===== src/rtl/ysyx_22050550_axi_rd_arbiter.sv =====
// rtl/ysyx_22050550_axi_rd_arbiter.sv - two-master round-robin AXI read arbiter with DCache write bypass
module ysyx_22050550_axi_rd_arbiter #(
    parameter int ADDR_W = 64,
    parameter int DATA_W = 64
) (
    input  logic              clock,
    input  logic              reset,
    // ICache read port
    input  logic              m0_ar_valid,
    input  logic [ADDR_W-1:0] m0_ar_addr,
    input  logic [7:0]        m0_ar_len,
    input  logic [2:0]        m0_ar_size,
    input  logic [1:0]        m0_ar_burst,
    output logic              m0_ar_ready,
    output logic              m0_r_valid,
    output logic [DATA_W-1:0] m0_r_data,
    output logic              m0_r_last,
    input  logic              m0_r_ready,
    // DCache read port
    input  logic              m1_ar_valid,
    input  logic [ADDR_W-1:0] m1_ar_addr,
    input  logic [7:0]        m1_ar_len,
    input  logic [2:0]        m1_ar_size,
    input  logic [1:0]        m1_ar_burst,
    output logic              m1_ar_ready,
    output logic              m1_r_valid,
    output logic [DATA_W-1:0] m1_r_data,
    output logic              m1_r_last,
    input  logic              m1_r_ready,
    // DCache write port
    input  logic              m1_aw_valid,
    input  logic [ADDR_W-1:0] m1_aw_addr,
    input  logic [7:0]        m1_aw_len,
    input  logic [2:0]        m1_aw_size,
    input  logic [1:0]        m1_aw_burst,
    output logic              m1_aw_ready,
    input  logic              m1_w_valid,
    input  logic [DATA_W-1:0] m1_w_data,
    input  logic [7:0]        m1_w_strb,
    output logic              m1_w_ready,
    // SRAM slave
    output logic              s_ar_valid,
    output logic [ADDR_W-1:0] s_ar_addr,
    output logic [7:0]        s_ar_len,
    output logic [2:0]        s_ar_size,
    output logic [1:0]        s_ar_burst,
    input  logic              s_ar_ready,
    input  logic              s_r_valid,
    input  logic [DATA_W-1:0] s_r_data,
    input  logic              s_r_last,
    output logic              s_r_ready,
    output logic              s_aw_valid,
    output logic [ADDR_W-1:0] s_aw_addr,
    output logic [7:0]        s_aw_len,
    output logic [2:0]        s_aw_size,
    output logic [1:0]        s_aw_burst,
    input  logic              s_aw_ready,
    output logic              s_w_valid,
    output logic [DATA_W-1:0] s_w_data,
    output logic [7:0]        s_w_strb,
    input  logic              s_w_ready
);

    typedef enum logic [1:0] {
        IDLE = 2'd0,
        ADDR = 2'd1,
        DATA = 2'd2
    } state_t;

    state_t r_state;
    state_t w_state_nxt;
    logic   r_owner;
    logic   w_owner_nxt;
    logic   r_last_owner;
    logic   w_last_owner_nxt;
    logic   w_owner_ar_valid;
    logic   w_owner_r_ready;

    // Owner is frozen from ADDR until the last R beat, so these muxes stay stable while s_ar_valid is high.
    assign s_ar_addr        = r_owner ? m1_ar_addr  : m0_ar_addr;
    assign s_ar_len         = r_owner ? m1_ar_len   : m0_ar_len;
    assign s_ar_size        = r_owner ? m1_ar_size  : m0_ar_size;
    assign s_ar_burst       = r_owner ? m1_ar_burst : m0_ar_burst;
    assign w_owner_ar_valid = r_owner ? m1_ar_valid : m0_ar_valid;
    assign w_owner_r_ready  = r_owner ? m1_r_ready  : m0_r_ready;

    assign s_aw_valid  = m1_aw_valid;
    assign s_aw_addr   = m1_aw_addr;
    assign s_aw_len    = m1_aw_len;
    assign s_aw_size   = m1_aw_size;
    assign s_aw_burst  = m1_aw_burst;
    assign m1_aw_ready = s_aw_ready;
    assign s_w_valid   = m1_w_valid;
    assign s_w_data    = m1_w_data;
    assign s_w_strb    = m1_w_strb;
    assign m1_w_ready  = s_w_ready;

    always_ff @(posedge clock) begin
        if (reset) begin
            r_state      <= IDLE;
            r_owner      <= 1'b0;
            r_last_owner <= 1'b1;
        end else begin
            r_state      <= w_state_nxt;
            r_owner      <= w_owner_nxt;
            r_last_owner <= w_last_owner_nxt;
        end
    end

    always_comb begin
        w_state_nxt      = r_state;
        w_owner_nxt      = r_owner;
        w_last_owner_nxt = r_last_owner;
        s_ar_valid       = 1'b0;
        s_r_ready        = 1'b0;
        m0_ar_ready      = 1'b0;
        m1_ar_ready      = 1'b0;
        m0_r_valid       = 1'b0;
        m1_r_valid       = 1'b0;
        m0_r_last        = 1'b0;
        m1_r_last        = 1'b0;
        m0_r_data        = '0;
        m1_r_data        = '0;
        case (r_state)
            IDLE: begin
                if (m0_ar_valid && m1_ar_valid) begin
                    w_owner_nxt = ~r_last_owner;
                    w_state_nxt = ADDR;
                end else if (m0_ar_valid) begin
                    w_owner_nxt = 1'b0;
                    w_state_nxt = ADDR;
                end else if (m1_ar_valid) begin
                    w_owner_nxt = 1'b1;
                    w_state_nxt = ADDR;
                end
            end
            ADDR: begin
                s_ar_valid = w_owner_ar_valid;
                if (r_owner) m1_ar_ready = s_ar_ready;
                else         m0_ar_ready = s_ar_ready;
                if (w_owner_ar_valid && s_ar_ready) w_state_nxt = DATA;
            end
            DATA: begin
                s_r_ready = w_owner_r_ready;
                if (r_owner) begin
                    m1_r_valid = s_r_valid;
                    m1_r_data  = s_r_data;
                    m1_r_last  = s_r_last;
                end else begin
                    m0_r_valid = s_r_valid;
                    m0_r_data  = s_r_data;
                    m0_r_last  = s_r_last;
                end
                if (s_r_valid && w_owner_r_ready && s_r_last) begin
                    w_state_nxt      = IDLE;
                    w_last_owner_nxt = r_owner;
                end
            end
            default: w_state_nxt = IDLE;
        endcase
    end

endmodule


===== config.mk =====
export PLATFORM = sky130hd
export DESIGN_NAME = ysyx_22050550_axi_rd_arbiter
export DESIGN_NICKNAME = d
export VERILOG_FILES = /design/src/rtl/ysyx_22050550_axi_rd_arbiter.sv
export SDC_FILE = /design/constraint.sdc
export NUM_CORES = 1
export LEC_CHECK = 0
export CAP_MARGIN = 30
export CORE_AREA = 4 4 290 292
export CTS_CLUSTER_SIZE = 12
export DETAILED_ROUTE_END_ITERATION = 8
export DIE_AREA = 0 0 294 296
export GPL_TIMING_DRIVEN = 0
export MAX_ROUTING_LAYER = met4
export PLACE_DENSITY = 0.35
export SLEW_MARGIN = 10
export SYNTH_ARGS = -nofsm -noshare
export SYNTH_HDL_FRONTEND = slang
export SYNTH_SLANG_ARGS = --single-unit

===== constraint.sdc =====
create_clock -name clock -period 1.4 [get_ports clock]
set_input_delay 0.14 -clock clock [delete_from_list [all_inputs] [get_ports clock]]
set_output_delay 0.14 -clock clock [all_outputs]
set_load 0.02 [all_outputs]

* Word-level counts from Yosys, hierarchy flattened *
Index checks and enable logic that the tools add are counted.
Widths: inputs -> output; s select.

word-level totals
  word-level logic and storage cells = 51
  output and inout bits = 366
  input bits = 380
  register bits = 4

operators by class
  mux-type cells = 33
  reduce and logical (&&, ||, !) cells = 9
  bitwise logic cells = 1
  equal/unequal tests = 5

operator list
  kind                count
  $mux 64             5
  $mux 1              19
  $mux 2              6
  $mux 8              1
  $pmux 2 s3          1
  $logic_and 1x1->1   4
  $ne 2x2->1 const B  2
  $ne 4x4->1 const B  1
  $reduce_and 2->1    2
  $mux 3              1
  $reduce_and 3->1    1
  $reduce_bool 3->1   1
  $eq 2x1->1 const B  1
  $eq 2x2->1 const B  1
  $logic_not 2->1     1
  $not 1->1           1

* Longest topological paths before layout *
Gate-level depths: netlist (run 1).

  depth after elaboration = 5
  gate-level depth with buffers = 5
  depth with buffers taken out = 3

* Worst setup path before layout (run 1) *
OpenSTA, ideal clock, no wires.

  kind = reg2out
  from = register r_owner
  to = output s_ar_addr[35]
  slack = 0.113 ns
  stages on the path, launching flop included = 4
  arrival time = 1.147 ns
  cell sequence = dfxtp_1 > buf_6 > buf_4 > mux2_2

on the way
  word-level cells in the longest chain between the ends = 1

ends and longest elaborated chain
  element                   line  text
  start: declaration        72    logic r_owner;
  start signal: assignment  105   r_owner <= w_owner_nxt;
  $mux 64                   80    assign s_ar_addr = r_owner ? m1_ar_addr : m0_ar_addr;
  end: declaration          43    output logic [ADDR_W-1:0] s_ar_addr,

Every way passes these cells.

* Worst setup path after layout (run 1) *
  from = register r_owner
  to = output m0_r_data[22]

on the way
  word-level cells in the longest chain between the ends = 2

ends and longest elaborated chain
  element           line  text
  $mux 64           145   if (r_owner) begin
  $mux 64           124   case (r_state)
  end: declaration  16    output logic [DATA_W-1:0] m0_r_data,

Every way passes these cells.

==> results of run 1 <==
[cell type report]
type / count / area (µm²)
Inverter: 1 / 3.75
Tap cell: 1070 / 1340
Multi-Input combinational cell: 237 / 2340
Sequential cell: 4 / 88.8
Timing Repair Buffer: 625 / 6460
Buffer: 174 / 1550
Antenna cell: 4 / 10.0
Clock buffer: 3 / 75.1
Fill cell: 9258 / 69700
[logic make-up (layout without fill, tap and decap cells)]
| kind of cell | after synthesis | in the layout | synth area share (%) |
|---|---|---|---|
| AO/OA/AOI/OAI | 6 | 6 | 1.58 |
| buffers and inverters | 177 | 803 | 40.9 |
| flip-flops | 4 | 4 | 2.40 |
| multiplexers | 79 | 79 | 26.7 |
| other | 0 | 4 | 0 |
| AND/OR/NAND/NOR | 152 | 152 | 28.4 |
[metal layers]
layer | up-vias | wire, µm
li1 | 2451 | -
met1 | 2399 | 9740
met2 | 418 | 17700
met3 | 18 | 2980
met4 | 0 | 317
met5 | - | 0
[final timing paths]
| check | end | slack, ns | depth (start not counted) |
|---|---|---|---|
| setup / recovery | m0_r_data[22] | -0.29 | 7 |
| hold / removal | r_state[0] | 0.49 | 1 |
| setup reg to reg | r_last_owner | 0.01 | 5 |
| hold reg to reg | r_state[0] | 0.49 | 1 |
[power by group]
part	internal (W)	switching [W]	total, W
clock network	0.000365	0.0000788	0.000443
logic	0.00221	0.00148	0.00369
registers	0.000128	0.0000192	0.000148
[what timing repair did]
action                                   CTS  global route
endpoints found under the setup margin   213           214
pin swaps                                 30            22
resized for setup                       1095           343
cloned                                     9             9
buffers inserted                          10             9
[Yosys cell counts]
| master | count |
|---|---|
| buf_4 | 159 |
| mux2i_1 | 1 |
| nand3_1 | 1 |
| nor2_1 | 6 |
| o32ai_2 | 1 |
| a21o_1 | 1 |
| mux2_2 | 77 |
| and2b_1 | 1 |
| nand4b_1 | 1 |
| nor2b_1 | 1 |
| clkbuf_1 | 4 |
| inv_2 | 1 |
| or2_2 | 1 |
| buf_6 | 12 |
| nor3_1 | 1 |
| nand2_1 | 4 |
| nor4b_1 | 1 |
| mux2i_2 | 1 |
| dfxtp_1 | 4 |
| nand2b_4 | 1 |
| a21oi_1 | 1 |
| buf_8 | 1 |
| and2_1 | 132 |
| a211oi_1 | 2 |
| nor2_4 | 2 |
| o32ai_1 | 1 |
[registers in the layout, indices dropped and copies added, names as in the netlist]
signal / flops
r_owner: 1
r_last_owner: 1
r_state: 2
[placed cells by master (no fill, tap or decap), drive strengths merged, types with 2 or more instances in the layout]
cell / synthesis / routed
buf: 172 / 404
clkdlybuf4s50: 0 / 379
and2: 132 / 132
mux2: 77 / 77
clkbuf: 4 / 19
nor2: 8 / 8
diode: 0 / 4
nand2: 4 / 4
dfxtp: 4 / 4
mux2i: 2 / 2
a211oi: 2 / 2
o32ai: 2 / 2
[worst max-delay path, cell delays in order (launching register included)]
cell       delay (ns)
dfxtp_4          0.38
buf_6            0.13
nor2_4           0.11
buf_12           0.12
buf_12           0.15
clkbuf_16        0.16
and2_4           0.15
buf_6            0.12
[through the flow]
stage	total power (W)	util, %	TNS, ns	cell area (µm²)
3_3_place_gp	0.00345	13.0	-148.07	10600
5_1_grt	0.00449	14.5	-62.15	11900
2_1_floorplan	0.00161	-	0	3330
3_5_place_dp	0.00344	13.0	-147.63	10600
6_report	0.00428	14.5	-47.80	11900
4_1_cts	0.00389	13.2	-58.06	10700
==> flow_summary.toml, run 1 <==
[finish]
area_delta_synth_final_pct = 256
fin_cells = 2118
nNetsFinal = 1426
drive_gt1_share_pct = 58.5

[yosys]
netlist_area_um2 = 3330
synth_cell_types = 26
yosysTopAreaCell = "buf_4"
yosys_warnings = 0
syn_avg_cell_area_um2 = 7.97
synthCells = 418
synth_top_area_share_pct = 35.8
yosysSeqAreaShare_pct = 2.40
synth.ff_latch_count = 4
syn-num-nets = 798
synth_area_leaders = "buf_4 36%, mux2_2 26%, and2_1 25%, buf_6 4.1%, dfxtp_1 2.4%"

[sta]
slew_viol_final = 0
fin_ws_ns = -0.293
finalSetupViolations = 212
max_freq_mhz = 591
skew_ns = 0.00135
rsz0062_at_grt = "yes"
post-route-period-util_pct = 121
hold_slack_ns = 0.490
period_minus_slack_ns = 1.69
relSlewSlack_pct = 80.0
worst_slew_pin_slew_ns = 0.299
finalHoldViolations = 0

[global_routing]
grt.busiest_layer = "met2"
antenna_found_initial = 8
grt_pass1_wl_um = 37600
grt-ovfl-total = 0
grt_max_degree = 11
global_route.usage.met2_pct = 12.5
use_met1_pct = 5.63
use_met3_pct = 1.69
grt_pass1_vias = 5652
grtUsageTotal_pct = 6.13

[die]
ios = 746
num_rows = 105
fp.coreArea_um2 = 81600
dieWidth_um = 294
start_util_pct = 4.09
die_height_um = 296
die_area_um2 = 87000

[flow_run]
cap_violations = 0

[clock_tree]
htree_levels = 1
clock_path_buffers = 2
insertion_delay_ns = 0.22
root_buffer = "clkbuf_16"
tritoncts = "yes"
clkSinkCount = 4
clk_pin_slew_ns = 0.03
numCtsBuffers = 3
cts_hold_buf = 0

[route]
routed_wl_um = 30700
dr.pass1.iters = 4
post_drt_via_cell_ratio = 2.50
vias = 5286
dr.first_iter.drc_count = 52
wl_per_cell_um = 14.5
drc = 0
ant_nets = 0

[hold_path]
hold_class = "flip-flop to flip-flop"
min_from = "r_state[1]"

[power]
pwr_density_cell_nw_per_um2 = 360
ir_drop_mv = 0.244
p_leak_nw = 5.01

[run_status]
violations = "negative setup slack"
status = "finished, violations left"

[worst_setup_path]
cp.arrival_ns = 1.55
rr_startpoint = "r_owner"
cp.required_ns = 1.26
end_kind = "output pin"
worstSetupStartpointType = "flip-flop"
path_class = "flip-flop to output pin"
critPathMaxFanout = 6
cp-startpoint = "r_owner"

[placed_design]
port_buffers = 592
dp_hpwl_um = 25700
dp_slack_ns = -1.03
place.gp.congestion = 0.794
placed_cells = 2080
No activity file was read; power rests on OpenSTA's default activity.
==> run 2, diff against run 1 <==
- CORE_AREA: 4 4 290 292 -> 2 2 288 290
- DIE_AREA: 0 0 294 296 -> 0 0 290 292
==> run 2 against run 1 <==
Compared with the run above: the flow still finishes with violations (negative setup slack); die area decreased by 2.7%; first-iteration DRC count increased by 31%; maximum frequency decreased by 2.6%; power decreased by 0.38%; non-clock buffer count increased by 41; worst hold slack improved by 0.0023 ns; sequential cell count unchanged; critical path type unchanged; largest cell class unchanged; highest routed layer unchanged.
==> flow_summary.toml, run 2 (synthesis gave the netlist of run 1 again) <==
[power]
sw_frac_of_total_pct = 35.9
share_comb_of_total_power_pct = 86.2
pwr_density_cell_nw_per_um2 = 353
internal_power_w = 0.00273
power_switching_w = 0.00153
ir_drop_mv = 0.299
seqPwrFrac_pct = 3.4
pwr-share-clk_pct = 10.4
p_leak_nw = 5.14

[finish]
nNetsFinal = 1467
fillers = 9225
largest_reg_flops = 2
layout_commonest_cell = "clkdlybuf4s50_1"
top_register = "r_state"
drive_gt1_share_pct = 58.9
reg_top3 = "r_state (2), r_last_owner (1), r_owner (1)"
mostFrequentLayoutCells = "379 x clkdlybuf4s50_1, 224 x buf_4, 148 x buf_6"
area_delta_synth_final_pct = 262

[die]
fp.coreArea_um2 = 81600
dieWidth_um = 290
num_rows = 105
ios = 746
start_util_pct = 4.09
die_area_um2 = 84700
die_height_um = 292

[route]
vias = 5381
drc = 0
dr.pass1.iters = 4
ant_nets = 0
dr.first_iter.drc_count = 68
wl_per_cell_um = 12.9
post_drt_via_cell_ratio = 2.49
routed_wl_um = 27900

[global_routing]
grt_max_degree = 11
grt_pass1_vias = 5677
grt_pass1_wl_um = 36500
antenna_found_initial = 5
grtUsageTotal_pct = 6.02
grt-ovfl-total = 0

[sta]
setup_tns_ns = -45.84
slew_viol_final = 0
rsz0062_at_grt = "yes"
post-route-period-util_pct = 124
finalHoldViolations = 0
worst_slew_pin_slew_ns = 0.316
skew_ns = 0.00218
max_freq_mhz = 575
period_minus_slack_ns = 1.74
fin_ws_ns = -0.338
finalSetupViolations = 211
relSlewSlack_pct = 78.9

[clock_tree]
clk_pin_slew_ns = 0.03
numCtsBuffers = 3
clkSinkCount = 4
tritoncts = "yes"
root_buffer = "clkbuf_16"
insertion_delay_ns = 0.22
clock_path_buffers = 2
htree_levels = 1

[run_status]
status = "finished, violations left"
violations = "negative setup slack"

[worst_setup_path]
worstSetupStartpointType = "flip-flop"
cp.arrival_ns = 1.60
path_class = "flip-flop to output pin"
end_kind = "output pin"
cp.required_ns = 1.26
cp_num_buf_inv = 3
cpPeakStageDelay_ns = 0.40
path_cells = "buf_12, buf_4, mux2i_4, and2b_1, buf_2"
slowest_stage = "dfxtp_4"
crit_family = "buffers and inverters"
critPathMaxFanout = 7

[placed_design]
dp_hpwl_um = 22900
place.gp.congestion = 0.760
dp_slack_ns = -1.07
port_buffers = 592

[hold_path]
hold_class = "flip-flop to flip-flop"

[flow_run]
cap_violations = 0
run 2: final timing paths:
kind / to / start / depth (start not counted) / slack (ns)
setup / recovery: s_ar_valid / r_owner / 5 / -0.34
hold / removal: r_state[0] / r_state[1] / 1 / 0.49
setup reg to reg: r_last_owner / r_owner / 5 / 0.01
hold reg to reg: r_state[0] / r_state[1] / 1 / 0.49
run 2: final cells by class:
cell class / instances / area [µm²] / share of cell area, %
Tap cell: 1070 / 1340 / 11.1
Buffer: 171 / 1500 / 12.4
Sequential cell: 4 / 86.3 / 0.715
Antenna cell: 2 / 5.00 / 0.0415
Multi-Input combinational cell: 237 / 2260 / 18.8
Inverter: 1 / 3.75 / 0.0311
Timing Repair Buffer: 669 / 6800 / 56.3
Clock buffer: 3 / 75.1 / 0.622
run 2: worst register-to-register path, cell delays in order, from the launching register on:
cell and delay, ns:
dfxtp_4 0.37, clkbuf_16 0.21, clkbuf_16 0.18, buf_4 0.14
nor4b_1 0.30, a211oi_1 0.08
run 2: timing repair:
action / CTS / global route
cloned: 8 / 10
setup endpoints to repair: 213 / 213
pin swaps: 36 / 25
resized for setup: 872 / 509
buffers inserted: 28 / 38
hold buffers: 0 / 0
run 2: routing by layer:
layer | vias to the layer above | part of all wire [%] | GRT usage, %
li1 | 2525 | - | -
met1 | 2413 | 37 | 6.25
met2 | 417 | 53 | 11.3
met3 | 26 | 6.9 | 1.61
met4 | 0 | 2.8 | 1.35
met5 | - | 0 | -
run 2: power groups by stage:
stage	sequential, W	clock [W]	combinational (W)
4_1_cts	0.000143	0.000453	0.00332
5_1_grt	0.000149	0.000466	0.00386
6_report	0.000146	0.000443	0.00367
3_3_place_gp	0.000143	0	0.00326
2_1_floorplan	0.000141	0	0.00147
3_5_place_dp	0.000143	0	0.00325
run 2: per-stage QoR:
| step | hold WS (ns) | area (µm²) | power, W | utilization (%) | instances |
|---|---|---|---|---|---|
| 2_1_floorplan | 0.209 | 3330 | 0.00161 | - | 418 |
| 5_1_grt | 0.505 | 12100 | 0.00448 | 14.8 | 2156 |
| 3_3_place_gp | 0.556 | 10600 | 0.00341 | 13.0 | 2080 |
| 3_5_place_dp | 0.539 | 10600 | 0.00339 | 13.0 | 2080 |
| 4_1_cts | 0.489 | 11500 | 0.00392 | 14.1 | 2118 |
| 6_report | 0.492 | 12100 | 0.00426 | 14.8 | 2157 |
==> run 3, diff against run 2 <==
- clock period: 1.4 -> 1.8 ns (I/O delays scaled with it)
==> run 3 against run 2 <==
Compared with the run above: the run still ends with negative setup slack left; via count shrank 5.3%; worst hold slack lost 0.024 ns; critical path type unchanged; clock power shrank 22%; combinational power shrank 33%; final area is 14% lower; first-iteration DRC count up 2.9%; cell count is 2.4% lower; sequential cell count unchanged.
==> flow_summary.toml, run 3 (synthesis gave the netlist of run 1 again) <==
[run_status]
status = "finished, violations left"
violations = "negative setup slack"

[sta]
post-route-period-util_pct = 102
fin_ws_ns = -0.0376
rsz0062_at_grt = "yes"
period_minus_slack_ns = 1.84
worst_slew_pin_slew_ns = 0.306
setup_tns_ns = -0.0705
max_freq_mhz = 544
slew_viol_final = 0
relSlewSlack_pct = 79.5
finalHoldViolations = 0
finalSetupViolations = 2
skew_ns = 0.00194

[placed_design]
port_buffers = 592
dp_hpwl_um = 22900
place.gp.congestion = 0.760

[finish]
top_register = "r_state"
mostFrequentLayoutCells = "379 x clkdlybuf4s50_1, 174 x buf_4, 119 x and2_1"
reg_top3 = "r_state (2), r_last_owner (1), r_owner (1)"
nNetsFinal = 1417
largest_reg_flops = 2
drive_gt1_share_pct = 46.9
utilization_pct = 12.8
fillers = 9375
layout_commonest_cell = "clkdlybuf4s50_1"
area_delta_synth_final_pct = 213

[die]
die_height_um = 292
die_area_um2 = 84700
ios = 746
dieWidth_um = 290
start_util_pct = 4.09
num_rows = 105
fp.coreArea_um2 = 81600

[worst_setup_path]
rr_startpoint = "r_owner"
regToRegEndpoint = "r_last_owner"
cp.required_ns = 1.62
cp_num_buf_inv = 7
path_cells = "buf_6, nor2_4, buf_6, buf_12, buf_12, buf_12, buf_6, and2_4, buf_6"
worstSetupStartpointType = "flip-flop"
ff2ff_setup_slack_ns = 0.63
crit_family = "buffers and inverters"
path_class = "flip-flop to output pin"
slowest_stage = "dfxtp_4"
cpPeakStageDelay_ns = 0.36
end_kind = "output pin"
cp.arrival_ns = 1.66
cp_common_cell = "buf_6"
critPathMaxFanout = 5
reg2regPathDepth = 4

[route]
routed_wl_um = 26200
wl_per_cell_um = 12.4
post_drt_via_cell_ratio = 2.42
dr.pass1.iters = 3
ant_nets = 0
drc = 0
dr.first_iter.drc_count = 70
vias = 5096

[power]
pwr-share-clk_pct = 11.8
internal_power_w = 0.00181
sw_frac_of_total_pct = 37.8
share_comb_of_total_power_pct = 84.4
seqPwrFrac_pct = 3.8
ir_drop_mv = 0.226
pwr_density_cell_nw_per_um2 = 278
p_leak_nw = 4.46
power_switching_w = 0.00110

[global_routing]
grt_max_degree = 11
grt_pass1_wl_um = 35800
grt_pass1_vias = 5531
antenna_found_initial = 5
grtUsageTotal_pct = 5.94
grt-ovfl-total = 0

[clock_tree]
root_buffer = "clkbuf_16"
clk_pin_slew_ns = 0.03
insertion_delay_ns = 0.22
htree_levels = 1
clkSinkCount = 4
numCtsBuffers = 3
clock_path_buffers = 2
cts_hold_buf = 0
tritoncts = "yes"

[hold_path]
hold_path_end = "r_state[0]"
hold_depth = 1
min_from = "r_state[1]"
hold_class = "flip-flop to flip-flop"

[flow_run]
cap_violations = 0
-- run 3: worst register-to-register path, delay by kind of cell, from the launching register on --
kind / cells / cell delay, ns
flip-flops: 1 / 0.36
AO/OA/AOI/OAI: 1 / 0.08
AND/OR/NAND/NOR: 1 / 0.30
buffers and inverters: 2 / 0.30
-- run 3: worst max-delay path by stage --
stage / from / end / slack (ns) / cells after the start
6_report: r_owner / m0_r_data[10] / -0.04 / 9
5_1_grt: r_owner / m0_r_data[10] / -0.10 / 9
4_1_cts: r_owner / s_ar_valid / -0.15 / 5
3_5_place_dp: r_state[1] / m1_r_data[21] / -0.71 / 5
3_3_place_gp: r_state[1] / m1_r_data[16] / -0.67 / 5
2_1_floorplan: r_owner / s_ar_addr[35] / 0.47 / 3
-- run 3: repair_timing --
| action | 4_1_cts | 5_1_grt |
|---|---|---|
| resized for setup | 743 | 132 |
| buffers inserted | 22 | 1 |
| pin swaps | 8 | 2 |
| setup endpoints to repair | 213 | 153 |
| cloned | 4 | 1 |
-- run 3: area by class of cell --
type | count | area [µm²] | area share (%)
clock buffer | 3 | 75.1 | 0.719
multi-input combinational | 237 | 1940 | 18.5
sequential | 4 | 88.8 | 0.851
antenna | 1 | 2.50 | 0.0240
tap | 1070 | 1340 | 12.8
buffer | 174 | 1480 | 14.2
inverter | 1 | 3.75 | 0.0360
timing repair buffer | 616 | 5510 | 52.8
-- run 3: power by group through the flow --
stage	registers [W]	logic (W)	clock network [W]
5_1_grt	0.000112	0.00259	0.000362
3_3_place_gp	0.000111	0.00254	0
2_1_floorplan	0.000109	0.00114	0
4_1_cts	0.000110	0.00251	0.000352
6_report	0.000110	0.00245	0.000344
3_5_place_dp	0.000112	0.00253	0
-- run 3: per-stage QoR --
step / worst slack [ns] / power [W] / cells / cell area, µm² / hold WS [ns]
6_report: -0.0376 / 0.00291 / 2106 / 10400 / 0.468
5_1_grt: -0.103 / 0.00307 / 2105 / 10400 / 0.477
4_1_cts: -0.152 / 0.00297 / 2107 / 10600 / 0.467
3_5_place_dp: -0.714 / 0.00264 / 2080 / 10600 / 0.539
3_3_place_gp: -0.665 / 0.00265 / 2080 / 10600 / 0.556
2_1_floorplan: 0.473 / 0.00125 / 418 / 3330 / 0.249
-- run 3: per-layer routing --
metal	wire, µm	up-vias	share of wire (%)	track usage, %
li1	-	2423	-	-
met4	586	0	2.2	1.13
met1	9690	2246	37	6.21
met2	13900	409	53	11.1
met3	2000	18	7.6	1.61
met5	0	-	0	-
